### config.mk
export PLATFORM = sky130hd
export DESIGN_NAME = pair_strobe_gen_flat
export DESIGN_NICKNAME = d
export VERILOG_FILES = /design/src/rtl/pair_strobe_pkg.sv /design/src/rtl/pair_strobe_gen_if.sv /design/src/rtl/sat_updown_cnt.sv /design/src/rtl/pair_strobe_gen.sv /design/src/flat_wrapper.sv
export SDC_FILE = /design/constraint.sdc
export NUM_CORES = 1
export LEC_CHECK = 0
export ABC_AREA = 1
export CELL_PAD_IN_SITES_DETAIL_PLACEMENT = 0
export CELL_PAD_IN_SITES_GLOBAL_PLACEMENT = 1
export CORE_MARGIN = 1.5
export CORE_UTILIZATION = 37
export CTS_CLUSTER_SIZE = 20
export DETAILED_ROUTE_END_ITERATION = 10
export PLACE_DENSITY = 0.77
export SLEW_MARGIN = 25
export SYNTH_ARGS = -nofsm -noshare
export SYNTH_HDL_FRONTEND = slang
export SYNTH_SLANG_ARGS = --single-unit
### constraint.sdc
create_clock -name clk -period 2.41 [get_ports clk]
set_input_delay 0.482 -clock clk [delete_from_list [all_inputs] [get_ports clk]]
set_output_delay 0.482 -clock clk [all_outputs]
set_load 0.01 [all_outputs]
### src/rtl/pair_strobe_pkg.sv
// Shared types and helpers for the paired strobe generator.
package pair_strobe_pkg;

  typedef logic [1:0] state_t;

  localparam state_t StIdle   = 2'd0;
  localparam state_t StSingle = 2'd1;
  localparam state_t StBoth   = 2'd2;

  localparam int unsigned ChA = 0;
  localparam int unsigned ChB = 1;

  function automatic int unsigned pend_width(input int unsigned max_pend);
    int unsigned w;
    w = $clog2(max_pend + 1);
    return (w < 1) ? 1 : w;
  endfunction

endpackage

### src/rtl/pair_strobe_gen_if.sv
// Request/strobe/status bundle between a requester and the strobe generator.
interface pair_strobe_gen_if #(
  parameter int unsigned PEND_W = 3,
  parameter int unsigned STAT_W = 16
) ();

  logic              req_a;
  logic              req_b;
  logic              signal_a;
  logic              signal_b;
  logic [PEND_W-1:0] pend_a;
  logic [PEND_W-1:0] pend_b;
  logic              ovf_a;
  logic              ovf_b;
  logic [STAT_W-1:0] coinc_cnt;
  logic [STAT_W-1:0] defer_cnt;

  modport master (
    output req_a, req_b,
    input  signal_a, signal_b, pend_a, pend_b, ovf_a, ovf_b, coinc_cnt, defer_cnt
  );

  modport slave (
    input  req_a, req_b,
    output signal_a, signal_b, pend_a, pend_b, ovf_a, ovf_b, coinc_cnt, defer_cnt
  );

endinterface

### src/rtl/sat_updown_cnt.sv
// Saturating up/down counter with a sticky flag for increments lost at the ceiling.
module sat_updown_cnt #(
  parameter int unsigned       Width = 3,
  parameter logic [Width-1:0]  Max   = '1
) (
  input  logic             clk_i,
  input  logic             rst_i,
  input  logic             inc_i,
  input  logic             dec_i,
  output logic [Width-1:0] cnt_o,
  output logic             ovf_o
);

  logic [Width-1:0] cnt_q, cnt_d;
  logic             ovf_q, ovf_d;

  // Simultaneous inc and dec cancel, so a full counter that also drains never overflows.
  always_comb begin
    cnt_d = cnt_q;
    ovf_d = ovf_q;
    if (inc_i && !dec_i) begin
      if (cnt_q == Max) ovf_d = 1'b1;
      else              cnt_d = cnt_q + 1'b1;
    end else if (!inc_i && dec_i) begin
      cnt_d = cnt_q - 1'b1;
    end
  end

  always_ff @(posedge clk_i) begin
    if (rst_i) begin
      cnt_q <= '0;
      ovf_q <= 1'b0;
    end else begin
      cnt_q <= cnt_d;
      ovf_q <= ovf_d;
    end
  end

  assign cnt_o = cnt_q;
  assign ovf_o = ovf_q;

endmodule

### src/rtl/pair_strobe_gen.sv
// Paired strobe generator: queues requests per channel and never drives both
// strobes high in two consecutive cycles, alternating fairly when both are pending.
module pair_strobe_gen
  import pair_strobe_pkg::*;
#(
  parameter int unsigned MAX_PEND = 7,
  parameter int unsigned STAT_W   = 16
) (
  input logic              clk,
  input logic              reset,
  pair_strobe_gen_if.slave bus
);

  localparam int unsigned PendW = pend_width(MAX_PEND);

  logic [1:0]       req, want, issue, sig_q;
  logic [PendW-1:0] pend_a, pend_b;
  logic             ovf_a, ovf_b;
  logic             defer;
  state_t           state_q, state_d;
  logic             pri_q, pri_d;

  assign req[ChA]  = bus.req_a;
  assign req[ChB]  = bus.req_b;
  assign want[ChA] = (pend_a != '0);
  assign want[ChB] = (pend_b != '0);

  always_comb begin
    issue = want;
    defer = 1'b0;
    pri_d = pri_q;
    if (state_q == StBoth && want[ChA] && want[ChB]) begin
      issue[ChA] = ~pri_q;
      issue[ChB] = pri_q;
      defer      = 1'b1;
      pri_d      = ~pri_q;
    end
  end

  always_comb begin
    unique case (issue)
      2'b11:        state_d = StBoth;
      2'b01, 2'b10: state_d = StSingle;
      default:      state_d = StIdle;
    endcase
  end

  always_ff @(posedge clk) begin
    if (reset) begin
      state_q <= StIdle;
      pri_q   <= 1'b0;
      sig_q   <= 2'b00;
    end else begin
      state_q <= state_d;
      pri_q   <= pri_d;
      sig_q   <= issue;
    end
  end

  sat_updown_cnt #(
    .Width (PendW),
    .Max   (PendW'(MAX_PEND))
  ) u_pend_a (
    .clk_i (clk),
    .rst_i (reset),
    .inc_i (req[ChA]),
    .dec_i (issue[ChA]),
    .cnt_o (pend_a),
    .ovf_o (ovf_a)
  );

  sat_updown_cnt #(
    .Width (PendW),
    .Max   (PendW'(MAX_PEND))
  ) u_pend_b (
    .clk_i (clk),
    .rst_i (reset),
    .inc_i (req[ChB]),
    .dec_i (issue[ChB]),
    .cnt_o (pend_b),
    .ovf_o (ovf_b)
  );

  sat_updown_cnt #(
    .Width (STAT_W)
  ) u_coinc_cnt (
    .clk_i (clk),
    .rst_i (reset),
    .inc_i (issue[ChA] & issue[ChB]),
    .dec_i (1'b0),
    .cnt_o (bus.coinc_cnt),
    .ovf_o ()
  );

  sat_updown_cnt #(
    .Width (STAT_W)
  ) u_defer_cnt (
    .clk_i (clk),
    .rst_i (reset),
    .inc_i (defer),
    .dec_i (1'b0),
    .cnt_o (bus.defer_cnt),
    .ovf_o ()
  );

  assign bus.signal_a = sig_q[ChA];
  assign bus.signal_b = sig_q[ChB];
  assign bus.pend_a   = pend_a;
  assign bus.pend_b   = pend_b;
  assign bus.ovf_a    = ovf_a;
  assign bus.ovf_b    = ovf_b;

endmodule

### src/flat_wrapper.sv
// flat-port wrapper written by rule: the top's interface ports become plain ports
module pair_strobe_gen_flat import pair_strobe_pkg::*;
#(
  parameter int unsigned MAX_PEND = 7,
  parameter int unsigned STAT_W   = 16
)
  (clk, reset, bus_req_a, bus_req_b, bus_signal_a, bus_signal_b, bus_pend_a, bus_pend_b, bus_ovf_a, bus_ovf_b, bus_coinc_cnt, bus_defer_cnt);
  pair_strobe_gen_if #(.PEND_W((pend_width(MAX_PEND))), .STAT_W(STAT_W)) bus_i ();
  input logic clk;
  input logic reset;
  input wire logic [$bits(bus_i.req_a)-1:0] bus_req_a;
  input wire logic [$bits(bus_i.req_b)-1:0] bus_req_b;
  output wire logic [$bits(bus_i.signal_a)-1:0] bus_signal_a;
  output wire logic [$bits(bus_i.signal_b)-1:0] bus_signal_b;
  output wire logic [$bits(bus_i.pend_a)-1:0] bus_pend_a;
  output wire logic [$bits(bus_i.pend_b)-1:0] bus_pend_b;
  output wire logic [$bits(bus_i.ovf_a)-1:0] bus_ovf_a;
  output wire logic [$bits(bus_i.ovf_b)-1:0] bus_ovf_b;
  output wire logic [$bits(bus_i.coinc_cnt)-1:0] bus_coinc_cnt;
  output wire logic [$bits(bus_i.defer_cnt)-1:0] bus_defer_cnt;
  assign bus_i.req_a = bus_req_a;
  assign bus_i.req_b = bus_req_b;
  assign bus_signal_a = bus_i.signal_a;
  assign bus_signal_b = bus_i.signal_b;
  assign bus_pend_a = bus_i.pend_a;
  assign bus_pend_b = bus_i.pend_b;
  assign bus_ovf_a = bus_i.ovf_a;
  assign bus_ovf_b = bus_i.ovf_b;
  assign bus_coinc_cnt = bus_i.coinc_cnt;
  assign bus_defer_cnt = bus_i.defer_cnt;
  pair_strobe_gen #(.MAX_PEND(MAX_PEND), .STAT_W(STAT_W)) u_core (.clk(clk), .reset(reset), .bus(bus_i));
endmodule
Word level (Yosys, flattened, before mapping)
Index checks and enable logic that the tools add are counted.
{ "totals": {"reg_bits": 45, "output_inout_bits": 42, "input_bits": 4, "word_cells": 59} }
{ "op_classes": {"n_bitwise": 4, "reduce_logical": 21, "add_sub_neg": 6, "n_mux": 9, "n_eq_ne": 10} }
{ "ops": {"columns": ["op", "count"], "rows": [
  ["$add 16x1->16 const B", 2],
  ["$eq 16x16->1 const B", 2],
  ["$mux 3", 6],
  ["$reduce_and 2->1", 6],
  ["$add 3x1->3 const B", 2],
  ["$eq 2x2->1 const B", 3],
  ["$eq 3x3->1 const B", 2],
  ["$logic_and 1x1->1", 6],
  ["$reduce_bool 3->1", 2],
  ["$sub 3x1->3 const B", 2],
  ["$logic_not 1->1", 4],
  ["$ne 2x2->1 const B", 2],
  ["$pmux 2 s2", 1],
  ["$reduce_bool 2->1", 2],
  ["$not 1->1", 3],
  ["$eq 2x1->1 const B", 1],
  ["$mux 2", 1],
  ["$reduce_or 2->1", 1],
  ["$and 1x1->1", 1],
  ["$mux 1", 1]
]} }

Longest topological paths before layout
{ "logic_depth": {"depth_word": 8, "mapped_depth": 12, "depth_no_buf": 12} }

By module
Synthesis repeated with hierarchy kept, for this count alone.
{ "hier_totals": {"cells_unflattened": 645, "hier_area_um2": 3941.3} }
{ "modules_own_cells": {"columns": ["module", "seq_area_each_um2", "instances", "cells_each", "area_per_inst_um2"], "rows": [
  ["sat_updown_cnt at u_core.u_coinc_cnt ...", 340.3, 2, 276, 1632.8],
  ["sat_updown_cnt at u_core.u_pend_a ...", 80.1, 2, 30, 225.2],
  ["pair_strobe_gen", 100.1, 1, 33, 225.2]
]} }

Least setup slack after synthesis
OpenSTA, ideal clock, no wires.
{ "synth_timing": {"path_type": "register -> register", "from": "register u_core.u_pend_b.cnt_q[0], in the netlist u_core.u_pend_b.cnt_o[0]", "to": "register u_core.u_pend_a.cnt_q[2], in the netlist u_core.u_pend_a.cnt_o[2]", "n_path_buf": 0, "required_time_ns": 2.295, "period_less_slack_ns": 1.825, "stages_incl_launch_ff": 10, "setup_slack_ns": 0.585, "setup_time_ns": 0.115, "t_arrival_ns": 1.710, "cell_sequence": "dfxtp_1 -> inv_1 -> nand3_1 -> a31oi_1 -> nor2_1 -> inv_1 -> fa_1 -> nand3b_1 -> a21oi_1 -> nor2_1"} }
{ "synth_between": {"elab_chain_cells": 7, "elab_cells_between_ends": 10, "cone_classes": "eq/ne (1); mux (2); reduce/logical (7)"} }
{ "synth_rtl": {"columns": ["item", "line", "text"], "rows": [
  ["start, declared", "sat_updown_cnt.sv:14", "logic [Width-1:0] cnt_q, cnt_d;"],
  ["start signal, assigned", "sat_updown_cnt.sv:34", "cnt_q <= cnt_d;"],
  ["$reduce_bool 3->1 *", "pair_strobe_gen.sv:26", "assign want[ChB] = (pend_b != '0);"],
  ["$logic_and 1x1->1 *", "pair_strobe_gen.sv:32", "if (state_q == StBoth && want[ChA] && want[ChB]) begin"],
  ["$mux 2 *", "pair_strobe_gen.sv:32", null],
  ["via u_core.u_pend_a.dec_i", "sat_updown_cnt.sv:9", "input logic dec_i,"],
  ["$logic_not 1->1", "sat_updown_cnt.sv:21", "if (inc_i && !dec_i) begin"],
  ["$logic_and 1x1->1", "sat_updown_cnt.sv:21", null],
  ["$ne 2x2->1 (no source line) / $reduce_bool 2->1 (equally long branches)", null, null],
  ["$reduce_and 2->1 (no source line)", null, null],
  ["end signal, assigned", "sat_updown_cnt.sv:34", null],
  ["end, declared", "sat_updown_cnt.sv:14", null]
]} }
The timed path passes the listed nets; every way through them passes the cells marked *.
A chain may end at the register's enable or synchronous reset.

Worst setup path in the final report
{ "layout_timing": {"from": "register u_core.u_pend_a.cnt_q[1], in the netlist u_core.u_pend_a.cnt_o[1]", "to": "register u_core.u_coinc_cnt.cnt_q[5], in the netlist u_core.u_coinc_cnt.cnt_o[5]"} }
{ "layout_between": {"elab_chain_cells": 6} }
{ "layout_rtl": {"columns": ["item", "line", "text"], "rows": [
  ["$reduce_bool 3->1 *", "pair_strobe_gen.sv:25", "assign want[ChA] = (pend_a != '0);"],
  ["$logic_and 1x1->1 (2 in series)", "pair_strobe_gen.sv:32", null],
  ["$mux 2 *", "pair_strobe_gen.sv:32", null],
  ["via u_core.u_pend_a.dec_i", "sat_updown_cnt.sv:9", null],
  ["$and 1x1->1 *", "pair_strobe_gen.sv:89", ".inc_i (issue[ChA] & issue[ChB]),"],
  ["$reduce_and 2->1 (no source line) *", null, null],
  ["end signal, assigned", "sat_updown_cnt.sv:34", null],
  ["end, declared", "sat_updown_cnt.sv:14", null]
]} }
Marks and branches as above.

==> run_results.csv <==
group,metric,value,unit
outcome,status,"finished clean",
floorplanning,io_pins,46,
synthesis,synthMuxAreaShare,0,%
synthesis,synth_area,2450,um2
finish,syn_to_final_growth,24.8,%
timing,max_freq,484,MHz
drt,wire_per_inst,11.9,um
timing,hold_viol,0,
timing,rsz0062_at_grt,"no",
finish,final_cell_area,3060,um2
timing,holdWs,472,ps
global_route,grt_max_degree,25,
cts,clkSlewWorstSetupHoldPaths,90,ps
critical_path,worst-path-buf-inv,3,
finish,ff_latch_area,901,um2
placement,pre_cts_slack,252,ps
timing,setup_viol,0,
timing,min_period_over_period,85.8,%
timing,fin_ws,343,ps
critical_path,crit_required,2600,ps
timing,skew,5.17,ps
power_and_ir_drop,cellPowerDensity,749,nW/um2
critical_path,cp_slowest_cell,"dfxtp_1",
critical_path,cp-start-kind,"flip-flop",
finish,fillCellCount,648,
synthesis,synth_xor_area_share,5.72,%
placement,gp_congestion,0.813,
global_route,grt_pass1_vias,2183,
power_and_ir_drop,max-vdd-ir-drop,0.000379,V
synthesis,synthFlopType,"dfxtp_1",
cts,cts_htree_levels,2,
cts,cts_tree,"yes",
placement,dp_hpwl,4310,um
cts,cts_buffers,5,
synthesis,synth_top_family_by_area,"simple AND/OR/NAND/NOR gates",
critical_path,cp-end-kind,"flip-flop",
finish,diodes,0,
power_and_ir_drop,internal-power,1400,uW
power_and_ir_drop,p_leak,0.00111,uW
drt,viasPerCell,4.93,
critical_path,cp_max_fo,16,
power_and_ir_drop,p_comb_share,39.2,%
cts,clock-sinks,45,
floorplanning,std_cell_rows,29,
synthesis,synth-edff-count,0,
synthesis,synth_nets,368,
global_route,grt_util_all_layers,17.4,%
floorplanning,die_h,84.4,um
job,drv_cap,0,
synthesis,synth_simple_gate_area_share,35.5,%
synthesis,ys_warn_count,0,
drt,drc,0,
synthesis,syn_inst,359,
hold_path,hold_class,"flip-flop to flip-flop",
floorplanning,start_util,38.4,%
finish,drive_gt1_share,5.88,%
drt,drt_iter0_drc,95,
timing,worstMarginPinSlew,468,ps
synthesis,synth_compound_area_share,9.30,%
power_and_ir_drop,p_clk_share,20.8,%
critical_path,slowest_delay,420,ps
power_and_ir_drop,switching_share,38.9,%
placement,dpl_cell_area,2970,um2
cts,clock_latency,300,ps
timing,slew_headroom,68.5,%
floorplanning,placeableCoreArea,6390,um2
synthesis,ys_seq_area_share,36.8,%
critical_path,cp_data_arrival_time,2260,ps
synthesis,async_flop_share,0,%
critical_path,crit_chain,"inv_1, nand2_1, inv_1, a31oi_1, ha_1, nand2_4, inv_2, nand2_1, o21ai_0, nor2_1",
finish,multiInputGateArea,1320,um2
synthesis,ys_ff_latch,45,
power_and_ir_drop,switching_power,891,uW
critical_path,cp_top_family,"compound AO/OA/AOI/OAI gates",
finish,nNetsFinal,416,
floorplanning,die_x,84.4,um
global_route,antenna_found_initial,0,
drt,first_pass_iters,4,
synthesis,syn_avg_cell_area,6.82,um2
cts,root_buffer,"clkbuf_8",
floorplanning,die-area,7120,um2
cts,cts_setup_buffers,0,
synthesis,ys_types,29,
global_route,grt_pass1_wl,10200,um
timing,timing.setup.tns,0,ps
timing,period_minus_slack,2070,ps
drt,wl,5770,um
cts,clockBufferDepth,2,
power_and_ir_drop,seqPwrFrac,40.0,%
global_route,grt.overflow.total,0,
synthesis,yosys.area_share.adder,3.17,%
critical_path,path_class,"flip-flop to flip-flop",
cts,cts_resized,0,
timing,slew_violations,0,
placement,port_buffers,45,
drt,ant_nets,0,
cts,hold_buffers,0,
drt,vias,2392,
==> cell families (layout without fill, tap and decap cells) <==
group           count (synthesis)  after routing
simple gates                  196            196
flops                          45             45
buf+inv                        55            104
compound gates                 42             42
xor+xnor                       16             16
fa+ha+maj                       5              5
==> Yosys cell counts (4+ instances only) <==
library cell  instances  area [um2]
o21ai_0              10        50.1
xnor2_1               7        61.3
nor2_1               50         188
xor2_1                9        78.8
inv_1                45         169
nand2_1              89         334
clkbuf_1              4        15.0
dfxtp_1              45         901
nand3_1              26         130
a21oi_1              27         135
nor3_1               11        55.1
nand4_1               7        43.8
nand3_2               4        40.0
==> sequential cells by signal, summed over array words and instances (netlist names) <==
register	flops
u_core.state_q	2
u_core.u_coinc_cnt.cnt_o	16
u_core.u_pend_b.ovf_o	1
u_core.pri_q	1
u_core.u_defer_cnt.cnt_o	16
u_core.sig_q	2
u_core.u_pend_a.cnt_o	3
u_core.u_pend_b.cnt_o	3
u_core.u_pend_a.ovf_o	1
==> per-layer routing <==
metal / track usage, % / share of wire (%)
met4: 4.40 / 0.50
met3: 3.74 / 4.0
met1: 24.3 / 51
met2: 27.6 / 45
met5: 0 / 0
==> cell usage in the layout, fill, tap and decap left out <==
master	netlist	layout
nand2_1	89	89
nor2_1	50	50
inv_1	45	45
clkdlybuf4s50_1	0	45
dfxtp_1	45	45
a21oi_1	27	27
nand3_1	26	26
nor3_1	11	11
o21ai_0	10	10
xor2_1	9	9
nand4_1	7	7
xnor2_1	7	7
clkbuf_8	0	5
buf_4	1	5
nand3_2	4	4
nand2_2	3	3
ha_1	3	3
o21a_1	2	2
nand3b_1	2	2
fa_1	2	2
clkbuf_1	4	2
a31oi_1	1	1
nor3_4	1	1
nand2_4	1	1
inv_2	1	1
a211oi_2	1	1
nor3b_1	1	1
nor3_2	1	1
a21oi_2	1	1
clkinvlp_4	0	1
==> power by group through the flow <==
stage / clock network, uW / logic [uW] / registers, uW
final: 476 / 897 / 916
after global routing: 525 / 1030 / 933
after CTS: 490 / 911 / 917
after detailed placement: 0 / 913 / 934
after global placement: 0 / 893 / 935
after floorplan: 0 / 606 / 961
==> area by class of cell <==
type	count	share of cell area (%)
timing repair buffer	50	16.0
clock buffer	7	2.50
clock inverter	1	0.246
multi-input combinational	259	43.0
sequential	45	29.5
inverter	46	5.65
tap	77	3.15
==> final timing paths <==
check	from	cells past startpoint	to	slack [ps]
min reg2reg	u_core.u_pend_a.ovf_o$_SDFFE_PP0P_	1	u_core.u_pend_a.ovf_o$_SDFFE_PP0P_	470
max reg2reg	u_core.u_pend_a.cnt_o[1]$_SDFFE_PP0P_	10	u_core.u_coinc_cnt.cnt_o[5]$_SDFFE_PP0P_	340
min	u_core.u_pend_a.ovf_o$_SDFFE_PP0P_	1	u_core.u_pend_a.ovf_o$_SDFFE_PP0P_	470
max	u_core.u_pend_a.cnt_o[1]$_SDFFE_PP0P_	10	u_core.u_coinc_cnt.cnt_o[5]$_SDFFE_PP0P_	340
==> through the flow <==
stage,util (%),power [uW],cells
6_report,47.9,2290,485
4_1_cts,47.9,2320,485
5_1_grt,47.9,2490,485
2_1_floorplan,-,1570,359
3_5_place_dp,46.6,1850,477
3_3_place_gp,46.6,1830,477
Power figures use the tool's default switching activity.
